File: config.mk
export PLATFORM = sky130hd
export DESIGN_NAME = multu_hilo_unit_flat
export DESIGN_NICKNAME = d
export VERILOG_FILES = /design/src/rtl/multu_hilo_if.sv /design/src/rtl/multu_hilo_unit.sv /design/src/flat_wrapper.sv
export SDC_FILE = /design/constraint.sdc
export NUM_CORES = 1
export LEC_CHECK = 0
export CORE_MARGIN = 4
export CORE_UTILIZATION = 53
export CTS_BUF_LIST = sky130_fd_sc_hd__clkbuf_2
export CTS_CLUSTER_DIAMETER = 100
export DETAILED_ROUTE_END_ITERATION = 8
export GPL_ROUTABILITY_DRIVEN = 0
export PLACE_DENSITY_LB_ADDON = 0.3
export RECOVER_POWER = 25
export SETUP_SLACK_MARGIN = 0.05
export SLEW_MARGIN = 20
export SYNTH_ARGS = -nofsm -noshare
export SYNTH_HDL_FRONTEND = slang
export SYNTH_SLANG_ARGS = --single-unit
File: constraint.sdc
create_clock -name clk -period 3.25 [get_ports clk]
set_clock_uncertainty 0.15 [all_clocks]
set_input_delay 0.65 -clock clk [delete_from_list [all_inputs] [get_ports clk]]
set_output_delay 0.65 -clock clk [all_outputs]
set_load 0.02 [all_outputs]
File: src/rtl/multu_hilo_if.sv
// multu_hilo_if: EX-stage bus between the instruction decoder and the
// HI/LO multiply unit.
//   valid   - funct/operands qualify this cycle (single-cycle strobe)
//   inputA  - rs operand: multiplicand, MTHI/MTLO source
//   inputB  - rt operand: multiplier
//   Signal  - 6-bit funct code shared with the ALU
//   S       - HI/LO read-back for MFHI/MFLO (combinational)
//   busy    - multiply in progress
//   done    - one-cycle pulse when HI/LO take a new product
interface multu_hilo_if #(
  parameter int WIDTH = 32
);
  logic             valid;
  logic [WIDTH-1:0] inputA;
  logic [WIDTH-1:0] inputB;
  logic [5:0]       Signal;
  logic [WIDTH-1:0] S;
  logic             busy;
  logic             done;

  modport master (
    output valid, inputA, inputB, Signal,
    input  S, busy, done
  );

  modport slave (
    input  valid, inputA, inputB, Signal,
    output S, busy, done
  );
endinterface

File: src/rtl/multu_hilo_unit.sv
// multu_hilo_unit: multi-cycle unsigned WIDTH x WIDTH multiplier with the
// architectural HI/LO registers. A radix-2 shift-add datapath runs WIDTH
// iterations; the 2*WIDTH-bit product lands in {HI,LO} on the last one.
// Ports:
//   clk    - rising-edge clock
//   rst_n  - asynchronous active-low reset
//   bus    - slave side of multu_hilo_if (valid/inputA/inputB/Signal in,
//            S/busy/done out)
//
// state   | meaning
// --------+--------------------------------------------------------------
// ST_IDLE | accepting MULTU / MTHI / MTLO, HI/LO readable
// ST_BUSY | shift-add iterations running, new funct codes ignored
module multu_hilo_unit #(
  parameter int          WIDTH   = 32,
  parameter logic [5:0]  F_MULTU = 6'b011001,
  parameter logic [5:0]  F_MFHI  = 6'b010000,
  parameter logic [5:0]  F_MTHI  = 6'b010001,
  parameter logic [5:0]  F_MFLO  = 6'b010010,
  parameter logic [5:0]  F_MTLO  = 6'b010011
) (
  input logic         clk,
  input logic         rst_n,
  multu_hilo_if.slave bus
);

  localparam int              CW   = $clog2(WIDTH);
  localparam logic [CW-1:0]   LAST = CW'(WIDTH - 1);

  typedef enum logic {
    ST_IDLE = 1'b0,
    ST_BUSY = 1'b1
  } state_t;

  state_t               state_q, state_d;
  logic [WIDTH-1:0]     hi_q, hi_d;
  logic [WIDTH-1:0]     lo_q, lo_d;
  logic [WIDTH-1:0]     mcand_q, mcand_d;
  // Upper half carries one guard bit so the partial-sum carry is never lost.
  logic [2*WIDTH:0]     prod_q, prod_d;
  logic [CW-1:0]        count_q, count_d;
  logic                 busy_q, busy_d;
  logic                 done_q, done_d;

  logic [WIDTH:0]       sum;
  logic [2*WIDTH:0]     prod_next;

  // One shift-add iteration: add the multiplicand into the upper half when
  // the current multiplier LSB is set, then shift the whole thing right.
  always_comb begin
    sum       = prod_q[2*WIDTH:WIDTH] + (prod_q[0] ? {1'b0, mcand_q} : '0);
    prod_next = {1'b0, sum, prod_q[WIDTH-1:1]};
  end

  always_comb begin
    state_d = state_q;
    hi_d    = hi_q;
    lo_d    = lo_q;
    mcand_d = mcand_q;
    prod_d  = prod_q;
    count_d = count_q;
    busy_d  = busy_q;
    done_d  = 1'b0;

    case (state_q)
      ST_IDLE: begin
        if (bus.valid) begin
          if (bus.Signal == F_MULTU) begin
            mcand_d = bus.inputA;
            prod_d  = {{(WIDTH+1){1'b0}}, bus.inputB};
            count_d = '0;
            busy_d  = 1'b1;
            state_d = ST_BUSY;
          end else if (bus.Signal == F_MTHI) begin
            hi_d = bus.inputA;
          end else if (bus.Signal == F_MTLO) begin
            lo_d = bus.inputA;
          end
        end
      end

      ST_BUSY: begin
        // Incoming funct codes are deliberately ignored here, including a
        // MULTU that lands on the completion edge.
        prod_d  = prod_next;
        count_d = count_q + CW'(1);
        if (count_q == LAST) begin
          hi_d    = prod_next[2*WIDTH-1:WIDTH];
          lo_d    = prod_next[WIDTH-1:0];
          busy_d  = 1'b0;
          done_d  = 1'b1;
          state_d = ST_IDLE;
        end
      end

      default: begin
        state_d = ST_IDLE;
        busy_d  = 1'b0;
      end
    endcase
  end

  always_ff @(posedge clk or negedge rst_n) begin
    if (!rst_n) begin
      state_q <= ST_IDLE;
      hi_q    <= '0;
      lo_q    <= '0;
      mcand_q <= '0;
      prod_q  <= '0;
      count_q <= '0;
      busy_q  <= 1'b0;
      done_q  <= 1'b0;
    end else begin
      state_q <= state_d;
      hi_q    <= hi_d;
      lo_q    <= lo_d;
      mcand_q <= mcand_d;
      prod_q  <= prod_d;
      count_q <= count_d;
      busy_q  <= busy_d;
      done_q  <= done_d;
    end
  end

  // Read-back is independent of valid; the decoder stalls MFHI/MFLO while busy.
  always_comb begin
    if (bus.Signal == F_MFHI)      bus.S = hi_q;
    else if (bus.Signal == F_MFLO) bus.S = lo_q;
    else                           bus.S = '0;
  end

  assign bus.busy = busy_q;
  assign bus.done = done_q;

endmodule

File: src/flat_wrapper.sv
// flat-port wrapper written by rule: the top's interface ports become plain ports
module multu_hilo_unit_flat 
#(
  parameter int          WIDTH   = 32,
  parameter logic [5:0]  F_MULTU = 6'b011001,
  parameter logic [5:0]  F_MFHI  = 6'b010000,
  parameter logic [5:0]  F_MTHI  = 6'b010001,
  parameter logic [5:0]  F_MFLO  = 6'b010010,
  parameter logic [5:0]  F_MTLO  = 6'b010011
)
  (clk, rst_n, bus_valid, bus_inputA, bus_inputB, bus_Signal, bus_S, bus_busy, bus_done);
  multu_hilo_if #(.WIDTH(WIDTH)) bus_i ();
  input logic clk;
  input logic rst_n;
  input wire logic [$bits(bus_i.valid)-1:0] bus_valid;
  input wire logic [$bits(bus_i.inputA)-1:0] bus_inputA;
  input wire logic [$bits(bus_i.inputB)-1:0] bus_inputB;
  input wire logic [$bits(bus_i.Signal)-1:0] bus_Signal;
  output wire logic [$bits(bus_i.S)-1:0] bus_S;
  output wire logic [$bits(bus_i.busy)-1:0] bus_busy;
  output wire logic [$bits(bus_i.done)-1:0] bus_done;
  assign bus_i.valid = bus_valid;
  assign bus_i.inputA = bus_inputA;
  assign bus_i.inputB = bus_inputB;
  assign bus_i.Signal = bus_Signal;
  assign bus_S = bus_i.S;
  assign bus_busy = bus_i.busy;
  assign bus_done = bus_i.done;
  multu_hilo_unit #(.WIDTH(WIDTH), .F_MULTU(F_MULTU), .F_MFHI(F_MFHI), .F_MTHI(F_MTHI), .F_MFLO(F_MFLO), .F_MTLO(F_MTLO)) u_core (.clk(clk), .rst_n(rst_n), .bus(bus_i));
endmodule
# Word level (Yosys, flattened, before mapping)
# Cells that the tools add are included.
# word_totals
reg_bits	169
input_bits	73
out_inout_bits	34
word_cells	59
# classes
addsub	2
eq_ne	13
mux	30
bitwise	1
reduce_logical	5
# ops
operator	n
32-bit two-way mux	12
65-bit two-way mux	2
65-bit one-hot mux with 2 select lines	1
32-bit one-hot mux with 2 select lines	2
33-bit adder	1
6-bit by 5-bit == test with 1-bit output (second input constant)	5
5-bit two-way mux	2
5-bit one-hot mux with 2 select lines	1
1-bit two-way mux	8
2-bit inequality test (second input constant)	4
2-bit by 1-bit inequality test with 1-bit output (second input constant)	3
3-bit AND reduction	2
5-bit by 1-bit adder with 5-bit output (second input constant)	1
5-bit == test (second input constant)	1
5-bit AND reduction	1
1-bit one-hot mux with 2 select lines	2
4-bit AND reduction	1
2-bit AND reduction	1
1-bit inverter	1

# Logic depth before layout (Yosys ltp)
# Gate-level depths: netlist (run 1).
# depth
depth_word	6
depth_mapped	12

# Worst setup path after synthesis (run 1)
# No wires, ideal clock.
# synth_timing
path_type	register -> register
startpoint	reg u_core.prod_q[0]
endpoint	reg u_core.hi_q[29]
setup_ns	0.126
arrival_time_ns	2.836
slack_ns	0.138
path_stages_with_launch	13
period_less_slack_ns	3.112
path_cell_list	dfrtp_1 > clkbuf_1 > and2_1 > ha_1 > fa_1 > a21o_1 > a21oi_1 > o211a_1 > o21ai_2 > a21boi_1 > o211ai_2 > xor2_1 > a221o_1
# synth_via
elab_chain_len	4
# synth_rtl
element	line_no	text
start, declared	multu_hilo_unit.sv:40	logic [2*WIDTH:0] prod_q, prod_d;
start signal, assigned	multu_hilo_unit.sv:118	prod_q <= prod_d;
32-bit two-way mux	multu_hilo_unit.sv:51	sum = prod_q[2*WIDTH:WIDTH] + (prod_q[0] ? {1'b0, mcand_q} : '0);
33-bit adder	multu_hilo_unit.sv:51	
32-bit two-way mux	multu_hilo_unit.sv:87	if (count_q == LAST) begin
32-bit one-hot mux with 2 select lines	multu_hilo_unit.sv:65	case (state_q)
end signal, assigned	multu_hilo_unit.sv:115	hi_q <= hi_d;
end, declared	multu_hilo_unit.sv:36	logic [WIDTH-1:0] hi_q, hi_d;
# Every way passes these cells. The select of a mux whose other input is x is not followed.
# A chain may end at the register's enable or synchronous reset.

# Worst setup path in the final report (run 1)
# layout_timing
startpoint	in bus_Signal[2]
endpoint	out bus_S[16]
# layout_via
elab_chain_len	3
# layout_rtl
element	line_no	text
start, declared	flat_wrapper.sv:18	input wire logic [$bits(bus_i.Signal)-1:0] bus_Signal;
6-bit by 5-bit == test with 1-bit output	multu_hilo_unit.sv:128	else if (bus.Signal == F_MFLO) bus.S = lo_q;
32-bit two-way mux	multu_hilo_unit.sv:128	
32-bit two-way mux (*)	multu_hilo_unit.sv:127	if (bus.Signal == F_MFHI) bus.S = hi_q;
end, declared	flat_wrapper.sv:19	output wire logic [$bits(bus_i.S)-1:0] bus_S;
# Mark *: on every way between the ends. The rest lies on a longest branch, timed or not.

==> results of run 1 <==
[sequential cells by signal, indices dropped and copies added (netlist names)]
register / cells
u_core.mcand_q: 32
u_core.lo_q: 32
u_core.bus.busy: 1
u_core.count_q: 5
u_core.prod_q: 64
u_core.hi_q: 32
u_core.state_q: 1
u_core.bus.done: 1
[metrics by stage]
stage	setup WS, ns	TNS [ns]	cell area (um^2)	util
after floorplan	0.138	0	9500	-
after global placement	-0.378	-11.79	11000	0.634
after detailed placement	-0.423	-12.76	11000	0.634
after CTS	0.0575	0	11200	0.646
after global routing	0.0313	0	11600	0.668
final	0.0802	0	11600	0.668
[cell usage in the layout, fill, tap and decap left out, types with 7 or more instances in the layout]
| cell | instances |
|---|---|
| mux2i_1 | 73 |
| nand2b_1 | 18 |
| ha_1 | 31 |
| nand4_1 | 9 |
| clkdlybuf4s50_1 | 71 |
| a21oi_1 | 43 |
| a22o_1 | 11 |
| buf_4 | 46 |
| mux2_2 | 34 |
| inv_1 | 8 |
| nor2_2 | 15 |
| xor2_1 | 7 |
| nor2_1 | 56 |
| dfrtp_1 | 167 |
| nand2_1 | 161 |
| and2_1 | 53 |
| a21o_1 | 24 |
| nor2_4 | 15 |
| buf_6 | 15 |
| nand3_1 | 10 |
| buf_12 | 7 |
| o21ai_0 | 88 |
| o21bai_1 | 7 |
| xnor2_1 | 14 |
| clkbuf_2 | 18 |
| a31oi_1 | 21 |
| nor2b_1 | 11 |
[per-layer routing]
metal	share of wire	vias up	global-route usage
li1	-	3795	-
met5	0	-	0
met4	0.016	0	0.0636
met1	0.46	3825	0.329
met3	0.045	33	0.0519
met2	0.48	170	0.379
[critical path, stage by stage]
cell and delay (ns):
clkdlybuf4s50_1 0.40, or3b_4 0.40, or3_4 0.44, clkbuf_16 0.25
nor2_4 0.10, buf_6 0.12
[worst max path at each step]
stage | start | depth (start not counted) | slack (ns) | endpoint
global route | u_core.prod_q[0]$_DFFE_PN0P_ | 11 | 0.03 | u_core.hi_q[26]$_DFFE_PN0P_
floorplan | u_core.prod_q[0]$_DFFE_PN0P_ | 12 | 0.14 | u_core.hi_q[29]$_DFFE_PN0P_
global placement | bus_Signal[4] | 6 | -0.38 | bus_S[19]
CTS | u_core.prod_q[0]$_DFFE_PN0P_ | 12 | 0.06 | u_core.hi_q[25]$_DFFE_PN0P_
detailed placement | bus_Signal[4] | 6 | -0.42 | bus_S[31]
finish | bus_Signal[2] | 6 | 0.08 | bus_S[16]
[cells in the mapped netlist (5+ instances only)]
master,instances
a21o_1,24
nand2_1,162
xnor2_1,14
clkbuf_1,44
nand2b_1,18
nor2b_1,11
buf_1,8
ha_1,34
dfrtp_1,168
nand4_1,9
a22o_1,11
buf_2,6
mux2_2,34
inv_1,8
nor2_1,86
and2_1,53
o21ai_0,90
xor2_1,7
o21bai_1,7
and3_1,5
a31oi_1,23
nand3_1,11
nor3b_1,5
mux2i_1,73
a21oi_1,48
[logic make-up after synthesis]
group           after synthesis  synth area share
compound gates              242             0.162
mux                         107             0.117
buf+inv                      67            0.0273
flops                       168             0.443
simple gates                378             0.185
fa+ha+maj                    35            0.0469
xor+xnor                     21            0.0194
[cell type report]
cell class	instances	area share
inverter	9	0.00290
sequential	168	0.362
tap	225	0.0242
antenna	3	0.000645
multi-input combinational	783	0.458
timing repair buffer	149	0.128
clock buffer	17	0.00731
clock inverter	15	0.0170
[what timing repair did]
action | 4_1_cts | 5_1_grt
pin swaps | 1 | 16
hold endpoints to repair | 67 | 0
setup endpoints to repair | 33 | 52
gates cloned | 2 | 1
gates resized for setup | 138 | 106
hold buffers | 1 | 0
buffers inserted | 0 | 0
[power breakdown]
part	switching, W	internal (W)	leakage [nW]	total (W)
Clock	0.000787	0.000512	0.163	0.00130
Sequential	0.000382	0.00270	2.16	0.00308
Combinational	0.00127	0.000995	3.25	0.00227
==> impl_metrics.json, run 1 <==
{
  "run_status": "finished with violations",
  "violations": "max-capacitance violations, max-slew violations",
  "crit_type": "in2out",
  "synth_top_area_frac": 0.443,
  "insertion_delay_ns": 0.79,
  "finalNetCount": 1236,
  "die_y_um": 142,
  "row_count": 48,
  "worst_r2r_path_depth": 12,
  "async_flop_share": 1.00,
  "drv_cap": 1,
  "start_util": 0.545,
  "cts.clk_slew.worst_paths_ns": 0.25,
  "slew_violations": 72,
  "drc": 0,
  "worstHoldPathType": "in2reg",
  "rsz0062_at_grt": "true",
  "p_per_area_nw_per_um2": 571,
  "cts_max_level": 4,
  "seq_area_frac_synth": 0.443,
  "dp_cells": 1330,
  "wl_um": 24100,
  "core_region_area_um2": 17400,
  "avgSynthCellArea_um2": 9.33,
  "multiInputGateArea_um2": 5330,
  "cts_tree": "done",
  "antenna_left": 0,
  "power_w": 0.00665,
  "synth_cells": 1018,
  "fin_crit_sh": 0.975,
  "yosys-top-cells-area": "dfrtp_1 (44%), mux2i_1 (7.7%), nand2_1 (6.4%)",
  "clock_path_buffers": 2,
  "globalRouteTotalUtil": 0.237,
  "vias_per_cell": 5.71,
  "rr_startpoint": "u_core.prod_q[0]$_DFFE_PN0P_",
  "p_leak_nw": 5.57,
  "io_buffers": 106,
  "num-fill-cells": 1402,
  "ys_ff_latch": 168,
  "cp_data_required_time_ns": 2.45,
  "regArea_um2": 4210,
  "fmax_ghz": 0.315,
  "syn_area_um2": 9500,
  "crit_fanout": 8,
  "drt_first_pass_iters": 5,
  "worstHoldEndpoint": "u_core.hi_q[2]$_DFFE_PN0P_",
  "drtIter0Drc": 603,
  "die-width_um": 142,
  "setup_viol": 0,
  "grt_pass1_vias": 7591,
  "synth_warnings": 0,
  "r2r-end": "u_core.hi_q[25]$_DFFE_PN0P_",
  "antenna_found_initial": 1,
  "grt_pass1_wl_um": 38400,
  "relSlewSlack": -0.239,
  "dp_hpwl_um": 16400,
  "vias": 7823,
  "area_growth_pct": 22.5,
  "start_kind": "input pin",
  "synth_cell_types": 62,
  "wire_per_inst_um": 17.6,
  "reg2reg_slack_ns": 0.12,
  "finalHoldViolCount": 0,
  "synth-edff-count": 0,
  "hold_depth": 3,
  "vdd_ir_drop_max_mv": 0.247,
  "clock-sinks": 168,
  "grt_max_degree": 87,
  "synth_ff_type": "dfrtp_1",
  "cts_root_buffer": "clkbuf_2",
  "grt-ovfl-total": 0,
  "worst_pin_slew_ns": 1.86,
  "cts_buffers": 17,
  "syn-num-nets": 1126,
  "cp_data_arrival_time_ns": 2.37,
  "hold_start": "bus_inputA[2]",
  "whs_ns": 0.291,
  "dieArea_um2": 20100,
  "fin_crit_ns": 3.17,
  "cp-end-kind": "primary output",
  "final_layout_size_suffix_gt1_frac": 0.180,
  "yosysTopAreaCell": "dfrtp_1",
  "pin_count": 107,
  "layoutNonFillerInstCount": 1369
}
Note: power is estimated with default switching activity, not from simulation.
==> inputs of run 2 (changes only) <==
CAP_MARGIN = 20   (was default)
GPL_TIMING_DRIVEN = 0   (was default)
==> run 2 against run 1 <==
Net effect:
- the flow now finishes without violations
- total power increased by 0.49%
- register-to-register slack got worse by 0.07 ns
- clock power down 15%
- sequential share of layout area down 0.44 points
- fmax shrank 0.82%
- critical path depth rose by 5
- critical endpoint is now u_core.hi_q[26]$_DFFE_PN0P_
- largest power group unchanged
==> impl_metrics.json, run 2 (synthesized netlist as in run 1, its figures left out) <==
{
  "run_status": "finished, final reports clean",
  "row_count": 48,
  "globalRouteTotalUtil": 0.275,
  "pin_count": 107,
  "grt_max_degree": 61,
  "cts.clk_slew.worst_paths_ns": 0.23,
  "cp-end-kind": "flop",
  "vias": 8305,
  "layoutNonFillerInstCount": 1397,
  "clock_path_buffers": 2,
  "dp_cells": 1350,
  "worstHoldPathType": "in2reg",
  "final_layout_size_suffix_gt1_frac": 0.168,
  "dieArea_um2": 20100,
  "final_cell_mix": "dfrtp_1 (167), nand2_1 (162), o21ai_0 (88), mux2i_1 (73), clkdlybuf4s50_1 (69)",
  "die-width_um": 142,
  "p_per_area_nw_per_um2": 568,
  "antenna_found_initial": 1,
  "regArea_um2": 4210,
  "slew_violations": 0,
  "io_buffers": 105,
  "insertion_delay_ns": 0.80,
  "cts_buffers": 17,
  "cts_max_level": 4,
  "antenna_left": 0,
  "cts_root_buffer": "clkbuf_2",
  "start_kind": "flop",
  "grt-ovfl-total": 0,
  "relSlewSlack": 0.0194,
  "finish.utilization": 0.676,
  "crit_slowest_cell": "dfrtp_2",
  "largest_register_ffs": 64,
  "fmax_ghz": 0.313,
  "regMostFlops": "u_core.prod_q",
  "grt_pass1_vias": 8197,
  "drt_first_pass_iters": 5,
  "fin_crit_sh": 0.983,
  "dp_hpwl_um": 19500,
  "drv_cap": 0,
  "vdd_ir_drop_max_mv": 0.273,
  "clock-sinks": 168,
  "area_growth_pct": 23.9,
  "start_util": 0.545,
  "crit_type": "reg2reg",
  "wl_um": 27600,
  "finalHoldViolCount": 0,
  "drc": 0,
  "reg2reg_slack_ns": 0.05,
  "rsz0062_at_grt": "true",
  "cts_tree": "done",
  "wire_per_inst_um": 19.8,
  "slowest_delay_ns": 0.52,
  "vias_per_cell": 5.94,
  "num-fill-cells": 1367,
  "drtIter0Drc": 886,
  "power_w": 0.00668,
  "multiInputGateArea_um2": 5470,
  "worst_pin_slew_ns": 1.47,
  "p_leak_nw": 5.61,
  "crit_fanout": 10,
  "grt_pass1_wl_um": 43500,
  "cp_data_arrival_time_ns": 3.74,
  "core_region_area_um2": 17400,
  "final_common_cell": "dfrtp_1",
  "finalNetCount": 1266,
  "worstPathCellList": "buf_4, and2_1, ha_1, o211ai_1, o21ai_2, o21ai_4, a21boi_2, a211o_4, a31oi_2, xnor2_2, a221o_1",
  "cp_data_required_time_ns": 3.79,
  "fin_crit_ns": 3.20,
  "setup_viol": 0,
  "die_y_um": 142
}
==> run 2: layer usage <==
layer,vias up,global-route usage,part of all wire
met1,4069,0.375,0.42
met4,0,0.104,0.030
met5,-,0,0
li1,3839,-,-
met3,60,0.0495,0.072
met2,337,0.442,0.48
==> run 2: what timing repair did <==
item	4_1_cts	5_1_grt
resized for setup	265	33
gates cloned	3	0
endpoints found under the hold margin	165	0
pin swaps	17	15
hold buffers	1	0
setup endpoints to repair	96	32
buffers inserted	6	7
==> run 2: final cells by class <==
type | instances | share of cell area
multi-input combinational | 783 | 0.465
clock buffer | 22 | 0.00935
inverter | 9 | 0.00287
antenna | 1 | 0.000213
sequential | 168 | 0.357
clock inverter | 10 | 0.00882
tap | 225 | 0.0239
buffer | 55 | 0.0254
timing repair buffer | 124 | 0.108
==> run 2: worst paths after layout <==
check | start | endpoint | depth (start not counted)
setup reg to reg | u_core.prod_q[0]$_DFFE_PN0P_ | u_core.hi_q[26]$_DFFE_PN0P_ | 11
setup / recovery | u_core.prod_q[0]$_DFFE_PN0P_ | u_core.hi_q[26]$_DFFE_PN0P_ | 11
hold reg to reg | u_core.lo_q[14]$_DFFE_PN0P_ | u_core.lo_q[14]$_DFFE_PN0P_ | 2
max in group asynchronous | rst_n | u_core.prod_q[54]$_DFFE_PN0P_ | 3
hold / removal | bus_inputA[2] | u_core.hi_q[2]$_DFFE_PN0P_ | 3
min in group asynchronous | rst_n | u_core.prod_q[39]$_DFFE_PN0P_ | 2
==> run 2: report_power, final <==
part	internal, W	leakage [nW]	switching (W)	total (W)
combinational	0.00104	3.31	0.00143	0.00247
sequential	0.00270	2.16	0.000414	0.00311
clock	0.000359	0.143	0.000741	0.00110
total	0.00410	5.61	0.00258	0.00668
==> run 2: per-stage QoR <==
stage / hold slack, ns / setup TNS [ns] / instance area (um^2) / setup slack [ns]
finish: 0.303 / 0 / 11800 / 0.0541
global route: 0.260 / 0 / 11800 / 0.00160
CTS: 0.163 / 0 / 11500 / 0.0301
detailed placement: 0.320 / -46.95 / 10900 / -0.965
global placement: 0.310 / -979.49 / 10800 / -5.59
floorplan: 0.204 / 0 / 9500 / 0.138
==> run 2: worst max-delay path, delay by kind of cell, from the launching register on <==
kind                       cells  cell delay (ns)
AOI/OAI and AO/OA              7             1.64
xor gates and xnor gates       1             0.11
and+or+nand+nor                1             0.15
adders and majority gates      1             0.33
buffers and inverters          1             0.21
DFF                            1             0.52
==> inputs of run 3 (changes only) <==
CORE_UTILIZATION = 45   (was 53)
CTS_CLUSTER_DIAMETER = 30   (was 100)
==> run 3 against run 2 <==
Net effect:
- the run now ends with max-capacitance violations, max-slew violations left
- global-route usage fell by 4.0 points
- final cell count is 3.3% higher
- worst hold slack improved by 0.0056 ns
- first-iteration DRC count fell by 14%
- critical path type unchanged
- largest cell class unchanged
==> impl_metrics.json, run 3 (synthesized netlist as in run 1, its figures left out) <==
{
  "run_status": "finished with violations",
  "violations": "max-capacitance violations, max-slew violations",
  "antenna_left": 0,
  "insertion_delay_ns": 0.77,
  "p_leak_nw": 5.62,
  "num-fill-cells": 1817,
  "regArea_um2": 4210,
  "wire_per_inst_um": 19.6,
  "placed_cell_area_um2": 10900,
  "start_util": 0.464,
  "worst_pin_slew_ns": 1.88,
  "switchingPower_w": 0.00262,
  "cts.clk_slew.worst_paths_ns": 0.26,
  "cp-end-kind": "flop",
  "clock-sinks": 168,
  "globalRouteTotalUtil": 0.236,
  "p_per_area_nw_per_um2": 565,
  "fmax_ghz": 0.314,
  "wl_um": 28200,
  "largest_register_ffs": 64,
  "grt_max_degree": 95,
  "cp_data_required_time_ns": 3.77,
  "start_kind": "flop",
  "io_buffers": 105,
  "slew_violations": 76,
  "pre_cts_ws_ns": -1.04,
  "reg2reg_slack_ns": 0.06,
  "finalNetCount": 1268,
  "cts_max_level": 4,
  "vias": 8249,
  "pin_count": 107,
  "dieArea_um2": 23500,
  "swShare": 0.389,
  "drtIter0Drc": 764,
  "clockPowerShare": 0.165,
  "rsz0062_at_grt": "true",
  "combPwrFrac": 0.372,
  "hold_depth": 3,
  "row_count": 52,
  "core_region_area_um2": 20500,
  "grt_pass1_vias": 8228,
  "dp_hpwl_um": 19800,
  "cp_data_arrival_time_ns": 3.70,
  "grt-ovfl-total": 0,
  "rr_startpoint": "u_core.prod_q[0]$_DFFE_PN0P_",
  "whs_ns": 0.309,
  "p_seq_frac": 0.463,
  "antenna_found_initial": 1,
  "postLayoutCellArea_um2": 11900,
  "die_y_um": 153,
  "drt_first_pass_iters": 7,
  "multiInputGateArea_um2": 5560,
  "p_int_w": 0.00411,
  "grt_pass1_wl_um": 44200,
  "r2r-end": "u_core.hi_q[26]$_DFFE_PN0P_",
  "cts_buffers": 17,
  "relSlewSlack": -0.256,
  "vdd_ir_drop_max_mv": 0.266,
  "finalHoldViolCount": 0,
  "die-width_um": 153,
  "fin_ws_ns": 0.0644,
  "final_common_cell": "dfrtp_1",
  "setup_viol": 0,
  "fin_crit_sh": 0.980,
  "cts_root_buffer": "clkbuf_2",
  "final_layout_size_suffix_gt1_frac": 0.180,
  "area_growth_pct": 25.4,
  "worstHoldEndpoint": "u_core.hi_q[17]$_DFFE_PN0P_",
  "crit_fanout": 5,
  "drv_cap": 1,
  "hold_start": "bus_inputA[17]",
  "vias_per_cell": 5.72,
  "final_cell_mix": "dfrtp_1 (167), nand2_1 (161), o21ai_0 (86), mux2i_1 (73), clkdlybuf4s50_1 (69)",
  "startpoint": "u_core.prod_q[0]$_DFFE_PN0P_",
  "fin_crit_ns": 3.19,
  "worstHoldPathType": "in2reg",
  "cts_tree": "done",
  "regMostFlops": "u_core.prod_q",
  "clock_path_buffers": 2,
  "worst_r2r_path_depth": 11,
  "power_w": 0.00673,
  "crit_type": "reg2reg",
  "drc": 0
}
==> run 3: cell count changes in the layout (fill, tap and decap cells not counted), sizes merged <==
cell	previous run	this run
clkinvlp	1	3
buf	61	64
clkbuf	65	62
inv	8	9
clkdlybuf4s15	2	0
==> run 3: area by class of cell <==
class	instances	area share
Antenna cell	1	0.000210
Buffer	55	0.0257
Clock buffer	18	0.00756
Clock inverter	13	0.0109
Inverter	9	0.00283
Multi-Input combinational cell	783	0.466
Sequential cell	168	0.353
Tap cell	270	0.0283
Timing Repair Buffer	126	0.105
==> run 3: worst max path at each step <==
| stage | slack (ns) | depth (start not counted) | to |
|---|---|---|---|
| detailed placement | -1.04 | 7 | bus_S[20] |
| global route | -0.02 | 11 | u_core.hi_q[26]$_DFFE_PN0P_ |
| finish | 0.06 | 11 | u_core.hi_q[26]$_DFFE_PN0P_ |
| CTS | 0.03 | 11 | u_core.hi_q[26]$_DFFE_PN0P_ |
| floorplan | 0.14 | 12 | u_core.hi_q[29]$_DFFE_PN0P_ |
| global placement | -5.65 | 1 | u_core.bus.done$_DFF_PN0_ |
==> run 3: critical path, stage by stage (launching register included) <==
cell and delay [ns]:
dfrtp_2 0.54, buf_4 0.17, and2_1 0.16, ha_1 0.32, a211oi_2 0.23, o21ai_2 0.14, o21ai_4 0.26, a21boi_4 0.10
a211o_4 0.39, a31oi_4 0.21, xnor2_2 0.11, a221o_1 0.31
==> run 3: power by group through the flow <==
stage | Clock [W] | Combinational, W | Sequential (W)
final | 0.00111 | 0.00250 | 0.00312
after global routing | 0.00120 | 0.00277 | 0.00320
after CTS | 0.00112 | 0.00238 | 0.00310
after detailed placement | 0 | 0.00221 | 0.00313
after global placement | 0 | 0.00215 | 0.00311
after floorplan | 0 | 0.00159 | 0.00301
==> run 3: metal layers <==
layer | global-route usage | share of wire | routed length [um] | vias to the layer above
li1 | - | - | - | 3838
met1 | 0.321 | 0.43 | 12200 | 4048
met2 | 0.381 | 0.48 | 13500 | 304
met3 | 0.0413 | 0.061 | 1740 | 59
met4 | 0.0823 | 0.030 | 838 | 0
met5 | 0 | 0 | 0 | -
==> run 3: metrics by stage <==
stage	setup TNS (ns)	utilization	instances
5_1_grt	-0.0250	0.582	1443
3_5_place_dp	-47.76	0.533	1394
4_1_cts	0	0.571	1436
6_report	0	0.582	1443
2_1_floorplan	0	-	1018
3_3_place_gp	-991.20	0.531	1393
==> run 3: repair_timing <==
action / in CTS / in global routing
gates resized for setup: 284 / 43
setup buffers: 9 / 7
pin swaps: 34 / 21
endpoints found under the hold margin: 74 / 0
hold buffers: 1 / 0
endpoints found under the setup margin: 99 / 60
gates cloned: 3 / 0
